--- src/rtl/csr_trap_ctrl.sv ---
// rtl/csr_trap_ctrl.sv - machine-mode interrupt entry / MRET sequencer driving the CSR write port and PC redirect
module csr_trap_ctrl (
    input  logic        clk,
    input  logic        rst,
    input  logic        inst_valid,
    input  logic [31:0] pc_in,
    input  logic        is_mret,
    input  logic        ext_irq,
    input  logic        timer_irq,
    input  logic [31:0] mstatus_in,
    input  logic [31:0] mie_in,
    input  logic [31:0] mtvec_in,
    input  logic [31:0] mepc_in,
    input  logic        csr_we_core,
    input  logic [11:0] csr_waddr_core,
    input  logic [31:0] csr_wdata_core,
    output logic        csr_we,
    output logic [11:0] csr_waddr,
    output logic [31:0] csr_wdata,
    output logic        stall,
    output logic        pc_redirect,
    output logic [31:0] pc_target,
    output logic        busy
);

    typedef enum logic [2:0] {
        IDLE,
        SAVE_EPC,
        SAVE_CAUSE,
        SAVE_STATUS,
        TRAP_JUMP,
        MRET_STATUS,
        MRET_JUMP
    } state_t;

    state_t      state_q, state_d;
    logic [31:0] epc_q, epc_d;
    logic [31:0] cause_q, cause_d;
    logic [31:0] mst_q, mst_d;

    logic        ext_pend, tmr_pend, trap_take, mret_take;
    logic [31:0] take_cause, st_trap, st_mret, vec_base;
    logic        csr_we_c, stall_c, redirect_c;
    logic [11:0] csr_waddr_c;
    logic [31:0] csr_wdata_c, pc_target_c;
    logic        unused_bits;

    assign ext_pend   = ext_irq & mie_in[11];
    assign tmr_pend   = timer_irq & mie_in[7];
    assign trap_take  = (state_q == IDLE) && inst_valid && mstatus_in[3] && (ext_pend || tmr_pend);
    assign mret_take  = (state_q == IDLE) && inst_valid && is_mret && !trap_take;
    assign take_cause = ext_pend ? 32'h8000_000B : 32'h8000_0007;
    assign vec_base   = {mtvec_in[31:2], 2'b00};

    // Trap entry: MPIE <- MIE, MIE <- 0, MPP <- M.  MRET: MIE <- MPIE, MPIE <- 1.
    always_comb begin
        st_trap        = mst_q;
        st_trap[7]     = mst_q[3];
        st_trap[3]     = 1'b0;
        st_trap[12:11] = 2'b11;
        st_mret        = mst_q;
        st_mret[3]     = mst_q[7];
        st_mret[7]     = 1'b1;
    end

    always_ff @(posedge clk or posedge rst) begin
        if (rst) begin
            state_q <= IDLE;
            epc_q   <= '0;
            cause_q <= '0;
            mst_q   <= '0;
        end else begin
            state_q <= state_d;
            epc_q   <= epc_d;
            cause_q <= cause_d;
            mst_q   <= mst_d;
        end
    end

    always_comb begin
        state_d     = state_q;
        epc_d       = epc_q;
        cause_d     = cause_q;
        mst_d       = mst_q;
        csr_we_c    = 1'b0;
        csr_waddr_c = '0;
        csr_wdata_c = '0;
        stall_c     = 1'b0;
        redirect_c  = 1'b0;
        pc_target_c = '0;
        unique case (state_q)
            IDLE: begin
                if (trap_take) begin
                    epc_d   = pc_in;
                    cause_d = take_cause;
                    mst_d   = mstatus_in;
                    stall_c = 1'b1;
                    state_d = SAVE_EPC;
                end else if (mret_take) begin
                    mst_d   = mstatus_in;
                    stall_c = 1'b1;
                    state_d = MRET_STATUS;
                end else begin
                    csr_we_c    = csr_we_core;
                    csr_waddr_c = csr_waddr_core;
                    csr_wdata_c = csr_wdata_core;
                end
            end
            SAVE_EPC: begin
                csr_we_c    = 1'b1;
                csr_waddr_c = 12'h341;
                csr_wdata_c = {epc_q[31:2], 2'b00};
                stall_c     = 1'b1;
                state_d     = SAVE_CAUSE;
            end
            SAVE_CAUSE: begin
                csr_we_c    = 1'b1;
                csr_waddr_c = 12'h342;
                csr_wdata_c = cause_q;
                stall_c     = 1'b1;
                state_d     = SAVE_STATUS;
            end
            SAVE_STATUS: begin
                csr_we_c    = 1'b1;
                csr_waddr_c = 12'h300;
                csr_wdata_c = st_trap;
                stall_c     = 1'b1;
                state_d     = TRAP_JUMP;
            end
            TRAP_JUMP: begin
                redirect_c  = 1'b1;
                pc_target_c = (mtvec_in[1:0] == 2'b01) ? vec_base + {25'd0, cause_q[4:0], 2'b00} : vec_base;
                state_d     = IDLE;
            end
            MRET_STATUS: begin
                csr_we_c    = 1'b1;
                csr_waddr_c = 12'h300;
                csr_wdata_c = st_mret;
                stall_c     = 1'b1;
                state_d     = MRET_JUMP;
            end
            MRET_JUMP: begin
                redirect_c  = 1'b1;
                pc_target_c = mepc_in;
                state_d     = IDLE;
            end
            default: state_d = IDLE;
        endcase
    end

    // Outputs are combinational from live inputs, so reset must mask them explicitly.
    assign csr_we      = csr_we_c & ~rst;
    assign csr_waddr   = rst ? 12'd0 : csr_waddr_c;
    assign csr_wdata   = rst ? 32'd0 : csr_wdata_c;
    assign stall       = stall_c & ~rst;
    assign pc_redirect = redirect_c & ~rst;
    assign pc_target   = rst ? 32'd0 : pc_target_c;
    assign busy        = (state_q != IDLE);

    assign unused_bits = ^{mie_in[31:12], mie_in[10:8], mie_in[6:0], epc_q[1:0]};

endmodule

--- config.mk ---
export PLATFORM = sky130hd
export DESIGN_NAME = csr_trap_ctrl
export DESIGN_NICKNAME = d
export VERILOG_FILES = /design/src/rtl/csr_trap_ctrl.sv
export SDC_FILE = /design/constraint.sdc
export NUM_CORES = 1
export LEC_CHECK = 0
export CORE_ASPECT_RATIO = 1.4
export CORE_MARGIN = 2
export CORE_UTILIZATION = 35
export DETAILED_ROUTE_END_ITERATION = 10
export GPL_ROUTABILITY_DRIVEN = 0
export PLACE_DENSITY = 0.78
export SYNTH_ARGS = -nofsm -noshare
export SYNTH_HDL_FRONTEND = slang
export SYNTH_SLANG_ARGS = --single-unit
--- constraint.sdc ---
create_clock -name clk -period 4.75 [get_ports clk]
set_input_delay 0.95 -clock clk [delete_from_list [all_inputs] [get_ports clk]]
set_output_delay 0.95 -clock clk [all_outputs]
set_load 0.01 [all_outputs]
==> flow_metrics.tcl, run 1 <==
set metrics [dict create \
    status "finished, final reports clean" \
    crit_path_top_delay_cell "clkdlybuf4s50_1" \
    place_hpwl_mm 13.2 \
    final_core_util_pct 61.1 \
    cts.sink_count 68 \
    post_synth.cell_area_avg_sq_um 8.54 \
    syn_nets 741 \
    critPathBufInv 3 \
    skew_ps 6.99 \
    hold_ws_ps 481 \
    path_max_fanout 17 \
    cp.arrival_ps 3570 \
    post-place-ws_ps 207 \
    postCtsResizedCells 0 \
    clkSlewWorstSetupHoldPaths_ps 60 \
    die_w_um 99.7 \
    portBuffers 258 \
    ys_ff_latch 68 \
    switching_share_pct 38.0 \
    antenna_found_initial 0 \
    die_area_sq_um 13800 \
    fin_crit_ps 4520 \
    syn-instance-count 525 \
    cp_top_family "buffers and inverters" \
    drv_cap 0 \
    num_vias 5078 \
    drt-total-wl_mm 17.1 \
    post-cts-setup-buffers 0 \
    clk_path_buf_depth 2 \
    postSynth.asyncResetShare_pct 100 \
    ys_top_cells_by_count "nand2_1 (114), dfrtp_1 (68), nor2_1 (45)" \
    post-synth-top-count-cell "nand2_1" \
    vias_per_cell 5.46 \
    drc 0 \
    cts-buffers-inserted 9 \
    tns_ps 0 \
    route.met2.wl_mm 8.50 \
    antenna_left 0 \
    rsz0062_at_grt "false" \
    cts_hold_buf 0 \
    grt-ovfl-total 0 \
    synth_top_area_share_pct 37.9 \
    grt_max_degree 69 \
    initial_utilization_pct 36.1 \
    synth_cell_type_count 51 \
    area_delta_synth_final_pct 69.4 \
    design_area_sq_um 7600 \
    critPathKind "primary input to output port" \
    io_pins 291 \
    drv_slew 0 \
    slew_headroom_pct 36.7 \
    h-tree-depth 3 \
    final_nets 991 \
    yosys_warnings 0 \
    dr_wl_met3_mm 2.04 \
    grt_use_total_pct 24.4 \
    setup_slack_ps 230 \
    avgRoutedWirePerCell_um 18.4 \
    path_cells "clkdlybuf4s50_1 > nand4_2 > or4_1 > buf_4 > nor4b_1 > xnor2_1 > a21oi_1 > clkdlybuf4s50_1" \
    clk_latency_ps 330 \
    finalCritPeriodShare_pct 95.2 \
    powerDensity_nw_per_um2 477 \
    layout-drive-gt1-share_pct 9.87 \
    die_h_um 138 \
    crit_path_end_kind "output port" \
    diodes 0 \
    root_buffer "clkbuf_16" \
    combPwrFrac_pct 49.7 \
    cts_tree "yes" \
    max_stage_delay_ps 550 \
    fp.coreArea_sq_um 12400 \
    setup_viol 0 \
    power_frac_seq_pct 29.2 \
    p_int_uw 2250 \
    wl_met1_mm 5.97 \
    p_leak_uw 0.00313 \
    grt_pass1_vias 5255 \
    hold_class "register to register" \
    power_switching_uw 1380 \
    worst_path_most_repeated_cell "clkdlybuf4s50_1" \
    startpoint_type "primary input" \
    synth-edff-count 0 \
    ys.flop_type "dfrtp_1" \
    ys_seq_area_share_pct 37.9 \
    clkPwrFrac_pct 21.1 \
    synth_top_area_cell "dfrtp_1" \
    synth.area.top_cells "dfrtp_1 (38%), nand2_1 (9.5%), mux2_2 (7.5%), a222oi_1 (6.0%), xnor2_1 (4.5%)" \
    drt-initial-drc-count 263 \
    routed.top_layer "met4" \
    synth_area_sq_um 4490 \
    max_clock_freq_mhz 221 \
    drtPass1Iterations 7 \
    hold_viol 0 \
    place_area_sq_um 7260 \
    ir_drop_uv 362 \
    required_ps 3800 \
    grt_pass1_wl_mm 26.3 \
    tightestPinTransition_ps 949 \
    rows 48 \
]
cells in the final DEF (no fill, tap or decap), types with 2 or more instances in the layout:
cell type / n
nand2_1: 114
a21o_1: 2
nor3_1: 7
nor4_4: 3
a221oi_1: 2
buf_4: 20
nand2b_1: 4
nor4b_1: 6
dfrtp_1: 68
o22ai_1: 4
mux2i_1: 7
a22o_1: 2
bufinv_16: 3
nand3_1: 8
and4_1: 2
nor2_1: 44
nand4_2: 2
clkinvlp_4: 2
a31oi_1: 2
o311ai_0: 2
inv_1: 9
nor4_1: 5
ha_1: 4
xnor2_1: 23
xor2_1: 4
a222oi_1: 27
a21oi_1: 39
and3_1: 12
a211oi_1: 2
nor3b_1: 4
mux2_2: 30
clkinv_2: 2
clkdlybuf4s50_1: 258
o21ai_0: 28
clkbuf_16: 9
power by group through the flow:
stage          registers [uW]  clock network [uW]  logic, uW
2_1_floorplan             967                   0       1060
3_3_place_gp             1050                   0       1760
3_5_place_dp             1060                   0       1810
4_1_cts                  1060                 774       1810
5_1_grt                  1090                 799       1970
6_report                 1060                 765       1800
area by class of cell:
cell class | count | area [sq um]
timing repair buffer | 278 | 2730
clock inverter | 7 | 115
clock buffer | 9 | 225
sequential | 68 | 1700
multi-input combinational | 408 | 2600
tap | 150 | 188
fill | 1040 | 4830
inverter | 10 | 37.5
final timing paths:
path	slack (ps)	depth (start not counted)	end	start
min	480	2	mst_q[28]$_DFFE_PP0P_	mst_q[28]$_DFFE_PP0P_
min reg2reg	480	2	mst_q[28]$_DFFE_PP0P_	mst_q[28]$_DFFE_PP0P_
min in group asynchronous	1430	3	epc_q[3]$_DFFE_PP0P_	rst
max in group asynchronous	2760	3	mst_q[2]$_DFFE_PP0P_	rst
max	230	8	pc_target[23]	mtvec_in[8]
max reg2reg	2100	5	epc_q[28]$_DFFE_PP0P_	state_q[0]$_DFFE_PP0P_
cell families after synthesis:
family	after synthesis	synth area share [%]
multiplexers	37	9.09
buffers and inverters	49	4.55
adder cells (fa/ha/maj)	5	1.56
flip-flops	68	37.9
AND/OR/NAND/NOR	219	23.6
XOR/XNOR	27	5.27
AO/OA/AOI/OAI	120	18.0
registers in the layout, summed over array words and instances (netlist names):
register	cells
cause_q	3
epc_q	30
mst_q	32
state_q	3
layer usage:
layer  vias up  GRT usage [%]
li1       2391              -
met2       305           43.4
met3        41           9.32
met1      2341           25.3
met5         -              0
met4         0           11.7
tightest hold or removal path: stages, from the launching register on:
cell,delay [ps]
dfrtp_1,340
nand2_1,50
nand2_1,60
metrics by stage:
step / instances / total power, uW
2_1_floorplan: 525 / 2020
3_3_place_gp: 914 / 2810
3_5_place_dp: 914 / 2870
4_1_cts: 930 / 3640
5_1_grt: 930 / 3870
6_report: 930 / 3630
(Power assumes the default switching activity.)
==> inputs of run 2 (changes only) <==
--- a/config.mk
+++ b/config.mk
@@ -5,12 +5,15 @@
 export SDC_FILE = /design/constraint.sdc
 export NUM_CORES = 1
 export LEC_CHECK = 0
+export ABC_AREA = 1
 export CORE_ASPECT_RATIO = 1.4
 export CORE_MARGIN = 2
 export CORE_UTILIZATION = 35
+export CTS_CLUSTER_SIZE = 8
 export DETAILED_ROUTE_END_ITERATION = 10
 export GPL_ROUTABILITY_DRIVEN = 0
-export PLACE_DENSITY = 0.78
+export PLACE_DENSITY = 0.76
 export SYNTH_ARGS = -nofsm -noshare
 export SYNTH_HDL_FRONTEND = slang
 export SYNTH_SLANG_ARGS = --single-unit
+export TNS_END_PERCENT = 5
==> flow_metrics.tcl, run 2 <==
set metrics [dict create \
    antenna_left 0 \
    drt-initial-drc-count 246 \
    area_delta_synth_final_pct 63.8 \
    power_frac_seq_pct 29.6 \
    crit_path_top_delay_cell "clkdlybuf4s50_1" \
    ys_ff_latch 68 \
    final_nets 1240 \
    h-tree-depth 3 \
    clk_latency_ps 330 \
    power_switching_uw 1340 \
    status "finished, final reports clean" \
    portBuffers 258 \
    initial_utilization_pct 36.0 \
    tns_ps 0 \
    cts_hold_buf 0 \
    hold_class "register to register" \
    num_vias 5876 \
    cts.sink_count 68 \
    clkSlewWorstSetupHoldPaths_ps 50 \
    cts-buffers-inserted 9 \
    syn_nets 989 \
    path_max_fanout 3 \
    largest_reg_flops 32 \
    ys_top_cells_by_count "nand2_1 (370), dfrtp_1 (68), nor2_1 (60)" \
    finalCritPeriodShare_pct 96.2 \
    slew_headroom_pct 27.7 \
    combPwrFrac_pct 50.4 \
    drc 0 \
    place_hpwl_mm 14.0 \
    p_int_uw 2120 \
    drv_slew 0 \
    reg.largest.list "mst_q x32, epc_q x30" \
    synth_top_area_cell "dfrtp_1" \
    cts_tree "yes" \
    grt_use_total_pct 24.0 \
    die_w_um 103 \
    rsz0062_at_grt "false" \
    hold_depth 2 \
    yosys_warnings 0 \
    antenna_found_initial 2 \
    avgRoutedWirePerCell_um 15.1 \
    max_clock_freq_mhz 219 \
    p_leak_uw 0.00352 \
    startpoint_type "primary input" \
    switching_share_pct 38.7 \
    place_area_sq_um 7600 \
    clk_path_buf_depth 2 \
    root_buffer "clkbuf_16" \
    max_stage_delay_ps 550 \
    postSynth.asyncResetShare_pct 100 \
    synth_cell_type_count 34 \
    fillers 1268 \
    post-synth-top-count-cell "nand2_1" \
    r2r_end "state_q[2]$_DFFE_PP0P_" \
    multi_input_area_sq_um 2760 \
    dp.cells 1194 \
    cp.arrival_ps 3620 \
    die_area_sq_um 14800 \
    rrSetupSlack_ps 2250 \
    synth-edff-count 0 \
    ys.flop_type "dfrtp_1" \
    layout_commonest_cell "nand2_1" \
    final_cell_mix "nand2_1 (370), clkdlybuf4s50_1 (257), dfrtp_1 (68), nor2_1 (58), a21oi_1 (58)" \
    grt_pass1_wl_mm 27.4 \
    grt_max_degree 37 \
    synth_area_sq_um 4840 \
    synth.area.top_cells "dfrtp_1 (35%), nand2_1 (29%), a21oi_1 (6.0%), nor2_1 (4.7%), nand3_1 (4.0%)" \
    final-seq-area_sq_um 1700 \
    powerDensity_nw_per_um2 436 \
    layout-drive-gt1-share_pct 5.16 \
    grt_pass1_vias 5565 \
    post_synth.cell_area_avg_sq_um 6.26 \
    drt-total-wl_mm 18.3 \
    regMostFlops "mst_q" \
    rows 50 \
    ir_drop_uv 273 \
    vias_per_cell 4.85 \
    r2r_cells 9 \
    setup_viol 0 \
    fp.coreArea_sq_um 13500 \
    hold_ws_ps 470 \
    stdcell_count 1211 \
    skew_ps 6.16 \
    ys_seq_area_share_pct 35.2 \
    min_from "epc_q[4]$_DFFE_PP0P_" \
    synth_top_area_share_pct 35.2 \
    drtPass1Iterations 5 \
    die_h_um 143 \
    design_area_sq_um 7930 \
    io_pins 291 \
    drv_cap 0 \
    r2r_start "state_q[1]$_DFFE_PP0P_" \
    path_cells "clkdlybuf4s50_1 > ha_1 > fa_1 > nand2_1 > nor2_1 > nor2_1 > nor2_1 > xnor2_1 > o21ai_0 > nand2_1 > a21oi_1 > clkdlybuf4s50_1" \
    grt-ovfl-total 0 \
    hold_viol 0 \
    tightestPinTransition_ps 1080 \
    worstHoldEndpoint "epc_q[4]$_DFFE_PP0P_" \
    crit_path_end_kind "output port" \
    required_ps 3800 \
    fin_crit_ps 4570 \
    clkPwrFrac_pct 20.0 \
    syn-instance-count 773 \
    critPathKind "primary input to output port" \
    worst_path_most_repeated_cell "nor2_1" \
]
run 2: cell count changes in the layout (fill, tap and decap cells not counted), moves of 12 or more:
cell	delta
nand2_1	+256
inv_1	+39
nand3_1	+31
mux2_2	-30
a222oi_1	-27
xnor2_1	-22
a21oi_1	+19
o21ai_0	-18
a22oi_1	+17
a31oi_1	+16
nor2_1	+14
and3_1	-12
run 2: power groups by stage:
stage | clock network (uW) | registers [uW] | logic [uW]
after floorplan | 0 | 982 | 1020
after global placement | 0 | 1020 | 1730
after detailed placement | 0 | 1030 | 1750
after CTS | 698 | 1020 | 1760
after global routing | 722 | 1050 | 1930
final | 692 | 1020 | 1750
run 2: worst max-delay path by stage:
stage / startpoint / endpoint / slack, ps / depth (start not counted)
floorplan: rst / csr_waddr[10] / 550 / 4
global placement: mtvec_in[2] / pc_target[14] / 180 / 12
detailed placement: mtvec_in[2] / pc_target[14] / 160 / 12
CTS: mtvec_in[2] / pc_target[14] / 160 / 12
global route: mtvec_in[2] / pc_target[18] / 10 / 12
finish: mtvec_in[2] / pc_target[14] / 180 / 12
run 2: area by class of cell:
cell class / count / share of cell area (%)
repair buffers: 275 / 34.3
clock inverters: 2 / 0.757
inverters: 55 / 2.60
diodes: 2 / 0.0631
flip-flops and latches: 68 / 21.5
multi-input cells: 615 / 34.9
clock buffers: 12 / 3.11
well taps: 182 / 2.87
run 2: through the flow:
stage | total power, uW | utilization [%] | setup slack (ps)
after floorplan | 2000 | - | 545
after global placement | 2750 | 56.5 | 182
after detailed placement | 2770 | 56.5 | 162
after CTS | 3480 | 58.8 | 158
after global routing | 3710 | 58.9 | 11.0
final | 3460 | 58.9 | 180
run 2: metal layers:
metal	global-route usage [%]	share of wire (%)
met1	27.1	38
met2	43.9	52
met3	4.65	7.8
met4	8.52	2.6
met5	0	0
run 2: critical path, delay by kind of cell:
family / cells / cell delay (ps)
AOI/OAI and AO/OA: 2 / 360
xor gates and xnor gates: 1 / 140
adders and majority gates: 2 / 650
buffers and inverters: 2 / 970
and+or+nand+nor: 5 / 560
run 2: timing repair:
| item | in CTS | in global routing |
|---|---|---|
| setup endpoints to repair | 0 | 2 |
| buffers inserted | 0 | 1 |
| gates resized for setup | 0 | 1 |
run 2: kinds of logic after synthesis:
group                    synth area share (%)
flip-flops                               35.2
buffers and inverters                    7.94
AND/OR/NAND/NOR                          41.6
XOR/XNOR                                0.362
AO/OA/AOI/OAI                            13.4
adder cells (fa/ha/maj)                  1.45
